### config.mk
export PLATFORM = sky130hd
export DESIGN_NAME = drive_sequencer
export DESIGN_NICKNAME = d
export VERILOG_FILES = /design/src/rtl/drive_seq_pkg.sv /design/src/rtl/dwell_timer.sv /design/src/rtl/drive_sequencer.sv
export SDC_FILE = /design/constraint.sdc
export NUM_CORES = 1
export LEC_CHECK = 0
export CORE_MARGIN = 4
export CORE_UTILIZATION = 35
export CTS_CLUSTER_DIAMETER = 150
export DETAILED_ROUTE_END_ITERATION = 16
export PLACE_DENSITY = 0.65
export SYNTH_ARGS = -nofsm -noshare
export SYNTH_HDL_FRONTEND = slang
export SYNTH_HIERARCHICAL = 1
export SYNTH_SLANG_ARGS = --single-unit
### constraint.sdc
create_clock -name clk -period 11.45 [get_ports clk]
set_input_delay 1.7175 -clock clk [delete_from_list [all_inputs] [get_ports clk]]
set_output_delay 1.7175 -clock clk [all_outputs]
set_load 0.1 [all_outputs]
### src/rtl/drive_seq_pkg.sv
// Shared types and default widths for the bridge-driver profile sequencer.
// Imported by the sequencer top and its dwell timer.
package drive_seq_pkg;

  localparam int FREQ_BITS_DEF  = 19;
  localparam int DUTY_BITS_DEF  = 7;
  localparam int PHASE_BITS_DEF = 9;
  localparam int DUTY_SCALE_DEF = 100;
  localparam int DWELL_BITS_DEF = 24;

  typedef enum logic [2:0] {
    S_IDLE,
    S_DUTY_UP,
    S_SWEEP,
    S_HOLD,
    S_DUTY_DN
  } drive_seq_state_t;

endpackage

### src/rtl/dwell_timer.sv
// Free-running step timer: ticks every dwell cycles (0 acts as 1).
// A clear restarts the count so the first tick lands dwell cycles later.
module dwell_timer
  import drive_seq_pkg::*;
#(
  parameter int DWELL_BITS = DWELL_BITS_DEF
) (
  input  logic                  clk,
  input  logic                  rst,
  input  logic                  clr,
  input  logic [DWELL_BITS-1:0] dwell,
  output logic                  tick
);

  logic [DWELL_BITS-1:0] cnt_q;
  logic [DWELL_BITS-1:0] cnt_d;
  logic [DWELL_BITS-1:0] last;

  always_comb begin
    last = '0;
    if (dwell != '0) last = dwell - DWELL_BITS'(1);
    tick  = (cnt_q == last);
    cnt_d = cnt_q + DWELL_BITS'(1);
    if (clr || tick) cnt_d = '0;
  end

  always_ff @(posedge clk or posedge rst) begin
    if (rst) cnt_q <= '0;
    else     cnt_q <= cnt_d;
  end

endmodule

### src/rtl/drive_sequencer.sv
// Soft-start / sweep / hold / soft-stop controller for the bridge driver.
// All driver-facing outputs are flops that move only on dwell ticks.
module drive_sequencer
  import drive_seq_pkg::*;
#(
  parameter int FREQ_BITS  = FREQ_BITS_DEF,
  parameter int DUTY_BITS  = DUTY_BITS_DEF,
  parameter int PHASE_BITS = PHASE_BITS_DEF,
  parameter int DUTY_SCALE = DUTY_SCALE_DEF,
  parameter int DWELL_BITS = DWELL_BITS_DEF
) (
  input  logic                  clk,
  input  logic                  rst,
  input  logic                  start,
  input  logic                  stop,
  input  logic [FREQ_BITS-1:0]  cfg_f_start,
  input  logic [FREQ_BITS-1:0]  cfg_f_stop,
  input  logic [FREQ_BITS-1:0]  cfg_f_step,
  input  logic [DUTY_BITS-1:0]  cfg_duty,
  input  logic [PHASE_BITS-1:0] cfg_phase,
  input  logic [DWELL_BITS-1:0] cfg_dwell,
  output logic [FREQ_BITS-1:0]  freq,
  output logic [DUTY_BITS-1:0]  duty,
  output logic [PHASE_BITS-1:0] phase,
  output logic                  pos,
  output logic                  neg,
  output logic                  busy,
  output logic                  done
);

  drive_seq_state_t state_q, state_d;

  logic [FREQ_BITS-1:0]  freq_q, freq_d;
  logic [DUTY_BITS-1:0]  duty_q, duty_d;
  logic [PHASE_BITS-1:0] phase_q, phase_d;
  logic                  en_q, en_d;
  logic                  busy_q, busy_d;
  logic                  done_q, done_d;
  logic [FREQ_BITS-1:0]  f_stop_q, f_stop_d;
  logic [FREQ_BITS-1:0]  f_step_q, f_step_d;
  logic [DUTY_BITS-1:0]  tgt_q, tgt_d;
  logic [DWELL_BITS-1:0] dwell_q, dwell_d;
  logic                  up_q, up_d;

  logic                  tick;
  logic                  clr;
  logic [DUTY_BITS-1:0]  duty_inc;
  logic [DUTY_BITS-1:0]  duty_dec;
  logic [FREQ_BITS:0]    f_up;
  logic [FREQ_BITS:0]    f_dn;
  logic [FREQ_BITS-1:0]  f_nxt;

  assign clr = (state_d != state_q);

  dwell_timer #(
    .DWELL_BITS (DWELL_BITS)
  ) u_timer (
    .clk   (clk),
    .rst   (rst),
    .clr   (clr),
    .dwell (dwell_q),
    .tick  (tick)
  );

  // One extra bit so the step can never wrap past either rail.
  always_comb begin
    f_up  = {1'b0, freq_q} + {1'b0, f_step_q};
    f_dn  = {1'b0, freq_q} - {1'b0, f_step_q};
    f_nxt = f_stop_q;
    if (up_q) begin
      if (f_up < {1'b0, f_stop_q})
        f_nxt = f_up[FREQ_BITS-1:0];
    end else begin
      if (!f_dn[FREQ_BITS] &&
          f_dn[FREQ_BITS-1:0] > f_stop_q)
        f_nxt = f_dn[FREQ_BITS-1:0];
    end
    duty_inc = duty_q + DUTY_BITS'(1);
    duty_dec = duty_q - DUTY_BITS'(1);
  end

  always_comb begin
    state_d  = state_q;
    freq_d   = freq_q;
    duty_d   = duty_q;
    phase_d  = phase_q;
    en_d     = en_q;
    done_d   = 1'b0;
    f_stop_d = f_stop_q;
    f_step_d = f_step_q;
    tgt_d    = tgt_q;
    dwell_d  = dwell_q;
    up_d     = up_q;
    unique case (state_q)
      S_IDLE: begin
        if (start) begin
          f_stop_d = cfg_f_stop;
          f_step_d = cfg_f_step;
          dwell_d  = cfg_dwell;
          up_d     = (cfg_f_stop >= cfg_f_start);
          tgt_d    = cfg_duty;
          if (cfg_duty > DUTY_BITS'(DUTY_SCALE))
            tgt_d = DUTY_BITS'(DUTY_SCALE);
          freq_d   = cfg_f_start;
          duty_d   = '0;
          phase_d  = cfg_phase;
          en_d     = 1'b1;
          state_d  = S_DUTY_UP;
        end
      end
      S_DUTY_UP: begin
        if (stop) begin
          state_d = S_DUTY_DN;
        end else if (tick) begin
          if (tgt_q == '0) begin
            state_d = S_SWEEP;
          end else begin
            duty_d = duty_inc;
            if (duty_inc == tgt_q) state_d = S_SWEEP;
          end
        end
      end
      S_SWEEP: begin
        if (stop) begin
          state_d = S_DUTY_DN;
        end else if (tick) begin
          if (f_step_q == '0 || freq_q == f_stop_q) begin
            state_d = S_HOLD;
          end else begin
            freq_d = f_nxt;
            if (f_nxt == f_stop_q) state_d = S_HOLD;
          end
        end
      end
      S_HOLD: begin
        if (stop) state_d = S_DUTY_DN;
      end
      S_DUTY_DN: begin
        if (tick) begin
          if (duty_q <= DUTY_BITS'(1)) begin
            duty_d  = '0;
            en_d    = 1'b0;
            done_d  = 1'b1;
            state_d = S_IDLE;
          end else begin
            duty_d = duty_dec;
          end
        end
      end
      default: state_d = S_IDLE;
    endcase
    busy_d = (state_d != S_IDLE);
  end

  always_ff @(posedge clk or posedge rst) begin
    if (rst) begin
      state_q  <= S_IDLE;
      freq_q   <= '0;
      duty_q   <= '0;
      phase_q  <= '0;
      en_q     <= 1'b0;
      busy_q   <= 1'b0;
      done_q   <= 1'b0;
      f_stop_q <= '0;
      f_step_q <= '0;
      tgt_q    <= '0;
      dwell_q  <= '0;
      up_q     <= 1'b0;
    end else begin
      state_q  <= state_d;
      freq_q   <= freq_d;
      duty_q   <= duty_d;
      phase_q  <= phase_d;
      en_q     <= en_d;
      busy_q   <= busy_d;
      done_q   <= done_d;
      f_stop_q <= f_stop_d;
      f_step_q <= f_step_d;
      tgt_q    <= tgt_d;
      dwell_q  <= dwell_d;
      up_q     <= up_d;
    end
  end

  assign freq  = freq_q;
  assign duty  = duty_q;
  assign phase = phase_q;
  assign pos   = en_q;
  assign neg   = en_q;
  assign busy  = busy_q;
  assign done  = done_q;

endmodule

# == Word level (Yosys, flattened, before mapping) ==
# Cells that the tools add are included.
# totals
output_inout_bits,39
regBits,135
elab_cells,96
input_bits,101
# classes
n_reduce_logical,16
order_cmp,5
n_eq_ne,18
n_addsub,6
muxes,38
# op_table
cell,n
$mux 19,7
$mux 7,7
$mux 24,2
$eq 19x19->1,2
$pmux 19 s2,1
$mux 3,12
$add 24x1->24 const B,1
$eq 24x24->1,1
$reduce_bool 24->1,1
$sub 24x1->24 const B,1
$pmux 7 s3,1
$add 19x19->20,1
$lt 20x19->1,1
$sub 19x19->20,1
$ge 19x19->1,1
$gt 19x19->1,1
$logic_not 19->1,1
$ne 2x2->1 const B,9
$pmux 3 s5,1
$add 7x1->7 const B,1
$eq 7x7->1,1
$gt 7x7->1 const B,1
$le 7x1->1 const B,1
$logic_not 7->1,1
17 further kinds,26

# == Depth between registers and ports, before layout ==
# Gate-level depths: netlist (run 1).
# logic_depth
depth_word,14
ltp_mapped,22
ltp_nobuf,22

# == Cells and area by module ==
# The synthesis (run 1) kept the hierarchy.
# modules_own_cells
module,instances,cells_each,seq_area_each_um2,area_each_um2
drive_sequencer,1,1250,2777.7,10107.2
dwell_timer,1,314,600.6,2547.4

# == Worst setup path before layout (run 1) ==
# OpenSTA, ideal clock, no wires.
# synth_path
path_kind,reg-to-reg
from,register freq_q[3] (netlist: freq[3])
to,register u_timer.cnt_q[10]
n_path_buf,2
arrival_time_ns,5.304
period_less_slack_ns,5.398
stages_incl_launch_ff,21
required_time_ns,11.356
setup_ns,0.094
path_slack_ns,6.052
cell_sequence,dfrtp_1 ha_1 buf_6 nor2b_4 a2111o_1 a311oi_2 o21bai_2 o31ai_4 xnor2_1 ha_1 o21a_1 o21ai_0 or3_1 o21ai_0 or4_4 or2_0 a41oi_1 o41ai_2 o31a_1 clkbuf_1 a211oi_1
# synth_via
elab_chain_len,14
elab_cells_between_ends,20
cone_classes,add/sub (2); order compare (2); eq/ne (3); mux (9); reduce/logical (4)
# synth_lines
item,line,text
start: declaration,drive_sequencer.sv:33,"logic [FREQ_BITS-1:0] freq_q, freq_d;"
start signal: assignment,drive_sequencer.sv:171,freq_q <= freq_d;
$sub 19x19->20,drive_sequencer.sv:68,"f_dn = {1'b0, freq_q} - {1'b0, f_step_q};"
$gt 19x19->1 / $logic_not 1->1 (equally long branches),"drive_sequencer.sv:75, drive_sequencer.sv:74",
$logic_and 1x1->1,drive_sequencer.sv:74,if (!f_dn[FREQ_BITS] &&
$mux 19,drive_sequencer.sv:74,
$mux 19,drive_sequencer.sv:70,if (up_q) begin
$eq 19x19->1,drive_sequencer.sv:131,if (f_nxt == f_stop_q) state_d = S_HOLD;
$mux 3,drive_sequencer.sv:131,
$mux 3 *,drive_sequencer.sv:127,if (f_step_q == '0 || freq_q == f_stop_q) begin
$mux 3 *,drive_sequencer.sv:126,end else if (tick) begin
$mux 3 *,drive_sequencer.sv:124,if (stop) begin
$pmux 3 s5 *,drive_sequencer.sv:94,unique case (state_q)
$ne 3x3->1 *,drive_sequencer.sv:53,assign clr = (state_d != state_q);
named net clr,drive_sequencer.sv:46,logic clr;
$logic_or 1x1->1 *,dwell_timer.sv:24,if (clr || tick) cnt_d = '0;
$mux 24 *,dwell_timer.sv:24,
named net u_timer.cnt_d[10],dwell_timer.sv:16,logic [DWELL_BITS-1:0] cnt_d;
end signal: assignment,dwell_timer.sv:29,else cnt_q <= cnt_d;
end: declaration,dwell_timer.sv:15,logic [DWELL_BITS-1:0] cnt_q;
# The timed path passes the listed nets; every way through them passes the cells marked *.
# A chain may end at the register's enable or synchronous reset.

# == Worst setup path in the final report (run 1) ==
# layout_path
from,register freq_q[5] (netlist: freq[5])
to,register u_timer.cnt_q[1]
# Same word-level chain as after synthesis.

==> results of run 1 <==
==> how the worst min path moves through the flow <==
stage	from	endpoint	slack [ns]
final	phase[8]$_DFFE_PP0P_	phase[8]$_DFFE_PP0P_	0.48
after global routing	phase[0]$_DFFE_PP0P_	phase[0]$_DFFE_PP0P_	0.52
after CTS	phase[8]$_DFFE_PP0P_	phase[8]$_DFFE_PP0P_	0.49
after detailed placement	phase[3]$_DFFE_PP0P_	phase[3]$_DFFE_PP0P_	0.47
after global placement	phase[8]$_DFFE_PP0P_	phase[8]$_DFFE_PP0P_	0.46
after floorplan	dwell_q[4]$_DFFE_PP0P_	dwell_q[4]$_DFFE_PP0P_	0.44
==> final cells by class <==
cell class                      count  area share, %
Inverter                           87          2.211
Multi-Input combinational cell   1260          57.43
Sequential cell                   135          22.69
Timing Repair Buffer              148          9.801
Clock inverter                     15          1.126
Tap cell                          461          3.875
Clock buffer                       17          2.858
==> per-stage QoR <==
stage / util [%] / instance area, µm² / setup WS, ns / instances
floorplan: - / 12650 / 6.052 / 1564
global placement: 40.08 / 14290 / 5.302 / 2091
detailed placement: 40.08 / 14290 / 5.221 / 2091
CTS: 41.75 / 14890 / 5.183 / 2123
global route: 41.75 / 14890 / 4.578 / 2123
finish: 41.75 / 14890 / 5.128 / 2123
==> sequential cells by signal (all words and copies together) (netlist names) <==
| register | cells |
|---|---|
| tgt_q | 7 |
| done | 1 |
| busy | 1 |
| f_stop_q | 19 |
| up_q | 1 |
| u_timer/cnt_q | 24 |
| freq | 19 |
| dwell_q | 24 |
| duty | 7 |
| f_step_q | 19 |
| state_q | 3 |
| neg | 1 |
| phase | 9 |
==> cell usage after synthesis, drive strengths merged, types with 5 or more instances <==
cell type	count
nor3b	6
xor2	41
o21a	7
a21oi	93
or3	8
nand3	49
o21ai	110
a31oi	7
a211o	6
a21o	21
mux2	15
or4	7
nor4	29
a221oi	5
o311ai	7
nand4b	7
o31a	5
nor2b	23
o211ai	16
inv	86
a2111oi	8
ha	99
buf	33
nand2b	18
and3	25
or2	12
o22ai	9
and2	8
nor3	29
xnor2	91
nor2	85
o31ai	10
nand4	29
dfrtp	135
clkbuf	49
a211oi	35
nand2	240
mux2i	27
==> worst reg2reg max path, delay by kind of cell, from the launching register on <==
family,cells,cell delay [ns]
flip-flops,1,0.47
AO/OA/AOI/OAI,9,2.97
adder cells (fa/ha/maj),2,1.03
multiplexers,1,0.19
AND/OR/NAND/NOR,6,1.53
==> kinds of logic (layout without fill, tap and decap cells) <==
group                    count (synthesis)  count (layout)  synth area share [%]
AND/OR/NAND/NOR                        590             590                 23.54
AO/OA/AOI/OAI                          394             394                 21.02
buffers and inverters                  169             267                 5.853
flip-flops                             135             135                 26.70
XOR/XNOR                               133             133                 9.314
adder cells (fa/ha/maj)                101             101                 10.10
multiplexers                            42              42                 3.470
==> layer usage <==
layer	part of all wire (%)	wire length (µm)	up-vias
li1	-	-	5770
met5	0	0	-
met1	46	19940	5917
met3	7.8	3398	47
met2	44	19250	476
met4	1.7	739	0
==> flow_metrics.py, run 1 <==
metrics = {
    "clock_tree": {
        "cts.clk_slew.worst_paths_ns": 0.07,
        "cts_buffer_depth": 2,
        "insertion_delay_ns": 0.45,
        "clock-sinks": 135,
        "postCtsSetupRepairBufs": 0,
        "cts_root_buffer": "clkbuf_16",
        "holdBufCountCts": 0,
        "cts_buffers": 17,
        "cts_tree": "done",
        "htreeDepth": 4,
        "cts_resized": 0,
    },
    "floorplan": {
        "pin_count": 140,
        "die_h_um": 198.1,
        "start_util_pct": 35.49,
        "coreArea_um2": 35660,
        "die-area_um2": 39260,
        "die_w_um": 198.1,
        "placementRows": 69,
    },
    "finish": {
        "nFillCells": 3578,
        "nets": 1851,
        "n_antenna_cell": 0,
        "final_common_cell": "nand2_1",
        "syn_to_final_growth_pct": 17.63,
        "drive_above_1_share_pct": 6.679,
        "multi_input_area_um2": 8549,
        "final_cell_mix": "nand2_1, clkdlybuf4s50_1, dfrtp_1",
        "register_area_um2": 3378,
    },
    "grt": {
        "met3_usage_pct": 4.645,
        "track_usage_pct": 22.02,
        "grt_pass1_wl_um": 68390,
        "grt_max_degree": 108,
        "use_met1_pct": 31.42,
        "overflow": 0,
        "antenna_found_initial": 0,
        "grt.met2_usage_pct": 34.42,
        "grt_pass1_vias": 11760,
        "busiest_layer": "met2",
    },
    "critical_path": {
        "cp_slowest_cell": "o31a_1",
        "reg2reg_depth": 18,
        "start_kind": "flip-flop",
        "max_stage_delay_ns": 0.80,
        "critPathTopFamily": "compound AO/OA/AOI/OAI gates",
        "r2r_slack_ns": 5.13,
        "rr_endpoint": "u_timer/cnt_q[1]$_DFF_PP0_",
        "end_kind": "flip-flop",
        "path_common_cell": "a21oi_1",
        "worstPathMaxFanout": 24,
        "path_buf_inv": 0,
        "worstSetupStartpoint": "freq[5]$_DFFE_PP0P_",
        "cp.depth": 18,
        "crit_end": "u_timer/cnt_q[1]$_DFF_PP0_",
        "worstPathRequired_ns": 11.78,
        "crit_arrival_ns": 6.65,
        "worstPathCellList": "ha_1 > nand2_1 > a21oi_1 > o21ai_0 > a21oi_1 > mux2i_1 > o311ai_0 > ha_1 > nand4_1 > or4_1 > or3_1 > o211ai_1 > nor2_1 > a21boi_1 > o41ai_2 > o31a_1 > nand2b_1 > a21oi_1",
        "r2r-start": "freq[5]$_DFFE_PP0P_",
        "worstSetupPathType": "reg -> reg",
    },
    "routing": {
        "avgViaCountPerCell": 5.751,
        "routed-via-count": 12210,
        "drt_iter0_markers": 1183,
        "drc": 0,
        "postRouteAntennaNets": 0,
        "routedWlPerCell_um": 20.41,
        "drt_pass1_iterations": 5,
        "wl_um": 43330,
    },
    "synth": {
        "synth.area.top_cells": "dfrtp_1, ha_1, nand2_1, xnor2_1, a21oi_1",
        "synth.distinct_cells": 109,
        "synth-edff-count": 0,
        "synth.avg_cell_area_um2": 8.091,
        "synth_top_area_share_pct": 26.70,
        "postSynth.topFlopCell": "dfrtp_1",
        "synth_top_area_cell": "dfrtp_1",
        "ys_seq_area_share_pct": 26.70,
        "syn_area_um2": 12650,
        "netlist_instances": 1564,
        "syn_nets": 1766,
        "ys_warn_count": 6,
        "synth-async-reset-ratio_pct": 100.0,
        "ys_ff_latch": 135,
    },
    "placement": {
        "gp_congestion": 0.9716,
        "post-dp-hpwl_um": 33430,
        "port-buffer-count": 139,
    },
    "timing": {
        "tns_ns": 0,
        "whs_ns": 0.4828,
        "worst_pin_slew_ns": 1.058,
        "slew_headroom_pct": 29.28,
        "clock.fmax_mhz": 158.2,
        "fin_worst_skew_ns": 0.01301,
        "layout_worst_path_cycle_share_pct": 55.21,
        "finalHoldViolations": 0,
        "setup_violations": 0,
        "rsz0062_at_grt": "no",
        "period_minus_slack_ns": 6.322,
        "report.final.slew_viol_count": 0,
    },
    "outcome": {
        "status": "finished clean",
    },
    "job": {
        "cap_violations": 0,
    },
    "worst_hold_path": {
        "hold_class": "reg -> reg",
        "whs_path_depth": 2,
    },
}
Power of run 1 is left out: the tool's default activity adds up to more than one toggle a clock period on the data nets, which glitch-free logic cannot reach.
==> inputs of run 2 (changes only) <==
==> constraint.sdc (replaced) <==
create_clock -name clk -period 6.13 [get_ports clk]
set_input_delay 0.9195 -clock clk [delete_from_list [all_inputs] [get_ports clk]]
set_output_delay 0.9195 -clock clk [all_outputs]
set_load 0.1 [all_outputs]
==> flow_metrics.py, run 2 (synthesis results as in run 1) <==
metrics = {
    "timing": {
        "period_minus_slack_ns": 5.645,
        "setup_violations": 0,
        "report.final.slew_viol_count": 0,
        "slew_headroom_pct": 28.87,
        "fin_worst_skew_ns": 0.01538,
        "clock.fmax_mhz": 177.2,
        "layout_worst_path_cycle_share_pct": 92.08,
        "rsz0062_at_grt": "no",
        "tns_ns": 0,
        "finalHoldViolations": 0,
        "worst_pin_slew_ns": 1.064,
    },
    "floorplan": {
        "coreArea_um2": 35660,
        "die-area_um2": 39260,
        "die_w_um": 198.1,
        "pin_count": 140,
        "die_h_um": 198.1,
        "placementRows": 69,
        "start_util_pct": 35.49,
    },
    "finish": {
        "reg_top3": "dwell_q: 24 flops, u_timer/cnt_q: 24 flops",
        "n_antenna_cell": 0,
        "syn_to_final_growth_pct": 18.74,
        "final_common_cell": "nand2_1",
        "final_cell_mix": "nand2_1, clkdlybuf4s50_1, dfrtp_1",
        "nets": 1867,
        "drive_above_1_share_pct": 7.747,
    },
    "critical_path": {
        "max_stage_delay_ns": 0.53,
        "worstPathMaxFanout": 24,
        "end_kind": "flip-flop",
        "worstPathCellList": "inv_1 > ha_1 > inv_1 > o2111ai_1 > a311oi_2 > o21bai_2 > o31ai_4 > xnor2_1 > ha_1 > o21a_1 > o21ai_1 > or3_1 > o21ai_0 > or4_4 > or2_0 > a41oi_1 > o41ai_2 > o31a_2 > nand2b_1 > a21oi_1",
        "cp_slowest_cell": "or4_4",
        "crit_arrival_ns": 6.02,
        "worstSetupPathType": "reg -> reg",
        "start_kind": "flip-flop",
        "worstPathRequired_ns": 6.51,
    },
    "routing": {
        "drc": 0,
        "drt_pass1_iterations": 5,
        "wl_um": 45230,
        "routedWlPerCell_um": 21.15,
        "drt_iter0_markers": 1130,
        "routed-via-count": 12180,
        "postRouteAntennaNets": 0,
        "avgViaCountPerCell": 5.694,
    },
    "clock_tree": {
        "insertion_delay_ns": 0.46,
        "cts_tree": "done",
        "cts_buffer_depth": 2,
        "cts_buffers": 17,
        "cts_root_buffer": "clkbuf_16",
        "htreeDepth": 4,
        "postCtsSetupRepairBufs": 0,
        "clock-sinks": 135,
        "cts.clk_slew.worst_paths_ns": 0.07,
        "holdBufCountCts": 0,
    },
    "placement": {
        "gp_congestion": 0.9877,
        "port-buffer-count": 139,
        "post-dp-hpwl_um": 35320,
    },
    "grt": {
        "grt_max_degree": 77,
        "overflow": 0,
        "grt_pass1_wl_um": 70350,
        "antenna_found_initial": 1,
        "track_usage_pct": 22.86,
        "grt_pass1_vias": 12080,
    },
    "job": {
        "cap_violations": 0,
    },
    "worst_hold_path": {
        "hold_class": "reg -> reg",
    },
    "outcome": {
        "status": "finished clean",
    },
}
-- run 2: cell count changes in the layout (fill, tap and decap cells not counted), sizes merged --
| cell | previous run | this run |
|---|---|---|
| buf | 9 | 25 |
| bufinv | 1 | 2 |
| clkbuf | 17 | 18 |
| clkinv | 2 | 4 |
| clkinvlp | 0 | 2 |
| inv | 99 | 93 |
-- run 2: worst max-delay path, delay by kind of cell, from the launching register on --
family / cells / cell delay [ns]
AOI/OAI and AO/OA: 11 / 2.61
and+or+nand+nor: 4 / 1.12
adders and majority gates: 2 / 0.74
buffers and inverters: 2 / 0.44
DFF: 1 / 0.42
xor gates and xnor gates: 1 / 0.21
-- run 2: final cells by class --
type                    instances  area (µm²)
clock buffers                  18       439.2
clock inverters                14       161.4
fillers                      3583       20630
inverters                      87       329.1
multi-input cells            1260        8562
flip-flops and latches        135        3378
well taps                     461       576.8
repair buffers                164        1579
-- run 2: final timing paths --
check	startpoint	to	slack [ns]	depth (start not counted)
min in group asynchronous	rst	u_timer/cnt_q[18]$_DFF_PP0_	1.05	2
min reg2reg	phase[0]$_DFFE_PP0P_	phase[0]$_DFFE_PP0P_	0.49	2
min	phase[0]$_DFFE_PP0P_	phase[0]$_DFFE_PP0P_	0.49	2
max	f_step_q[9]$_DFFE_PP0P_	u_timer/cnt_q[1]$_DFF_PP0_	0.49	20
max in group asynchronous	rst	f_step_q[11]$_DFFE_PP0P_	3.93	3
max reg2reg	f_step_q[9]$_DFFE_PP0P_	u_timer/cnt_q[1]$_DFF_PP0_	0.49	20
-- run 2: metrics by stage --
| stage | std cells | area (µm²) | setup slack (ns) | util, % | hold slack (ns) |
|---|---|---|---|---|---|
| after global routing | 2139 | 15030 | 0.1379 | 42.14 | 0.5209 |
| after CTS | 2139 | 15010 | 0.2431 | 42.11 | 0.4870 |
| after detailed placement | 2107 | 14410 | 0.2805 | 40.42 | 0.4626 |
| after global placement | 2107 | 14410 | 0.3350 | 40.42 | 0.4598 |
| final | 2139 | 15030 | 0.4853 | 42.14 | 0.4867 |
| after floorplan | 1564 | 12650 | 0.7320 | - | 0.4403 |
-- run 2: metal layers --
layer | global-route usage [%] | part of all wire, %
met2 | 36.62 | 45
met5 | 0 | 0.029
met4 | 6.963 | 2.6
met3 | 4.152 | 5.8
met1 | 31.53 | 47
-- run 2: repair_timing --
| action | in CTS | in global routing |
|---|---|---|
| gates resized for setup | 0 | 4 |
| hold endpoints to repair | 0 | 0 |
| setup endpoints to repair | 0 | 25 |
Power of run 2 is left out for the same reason.
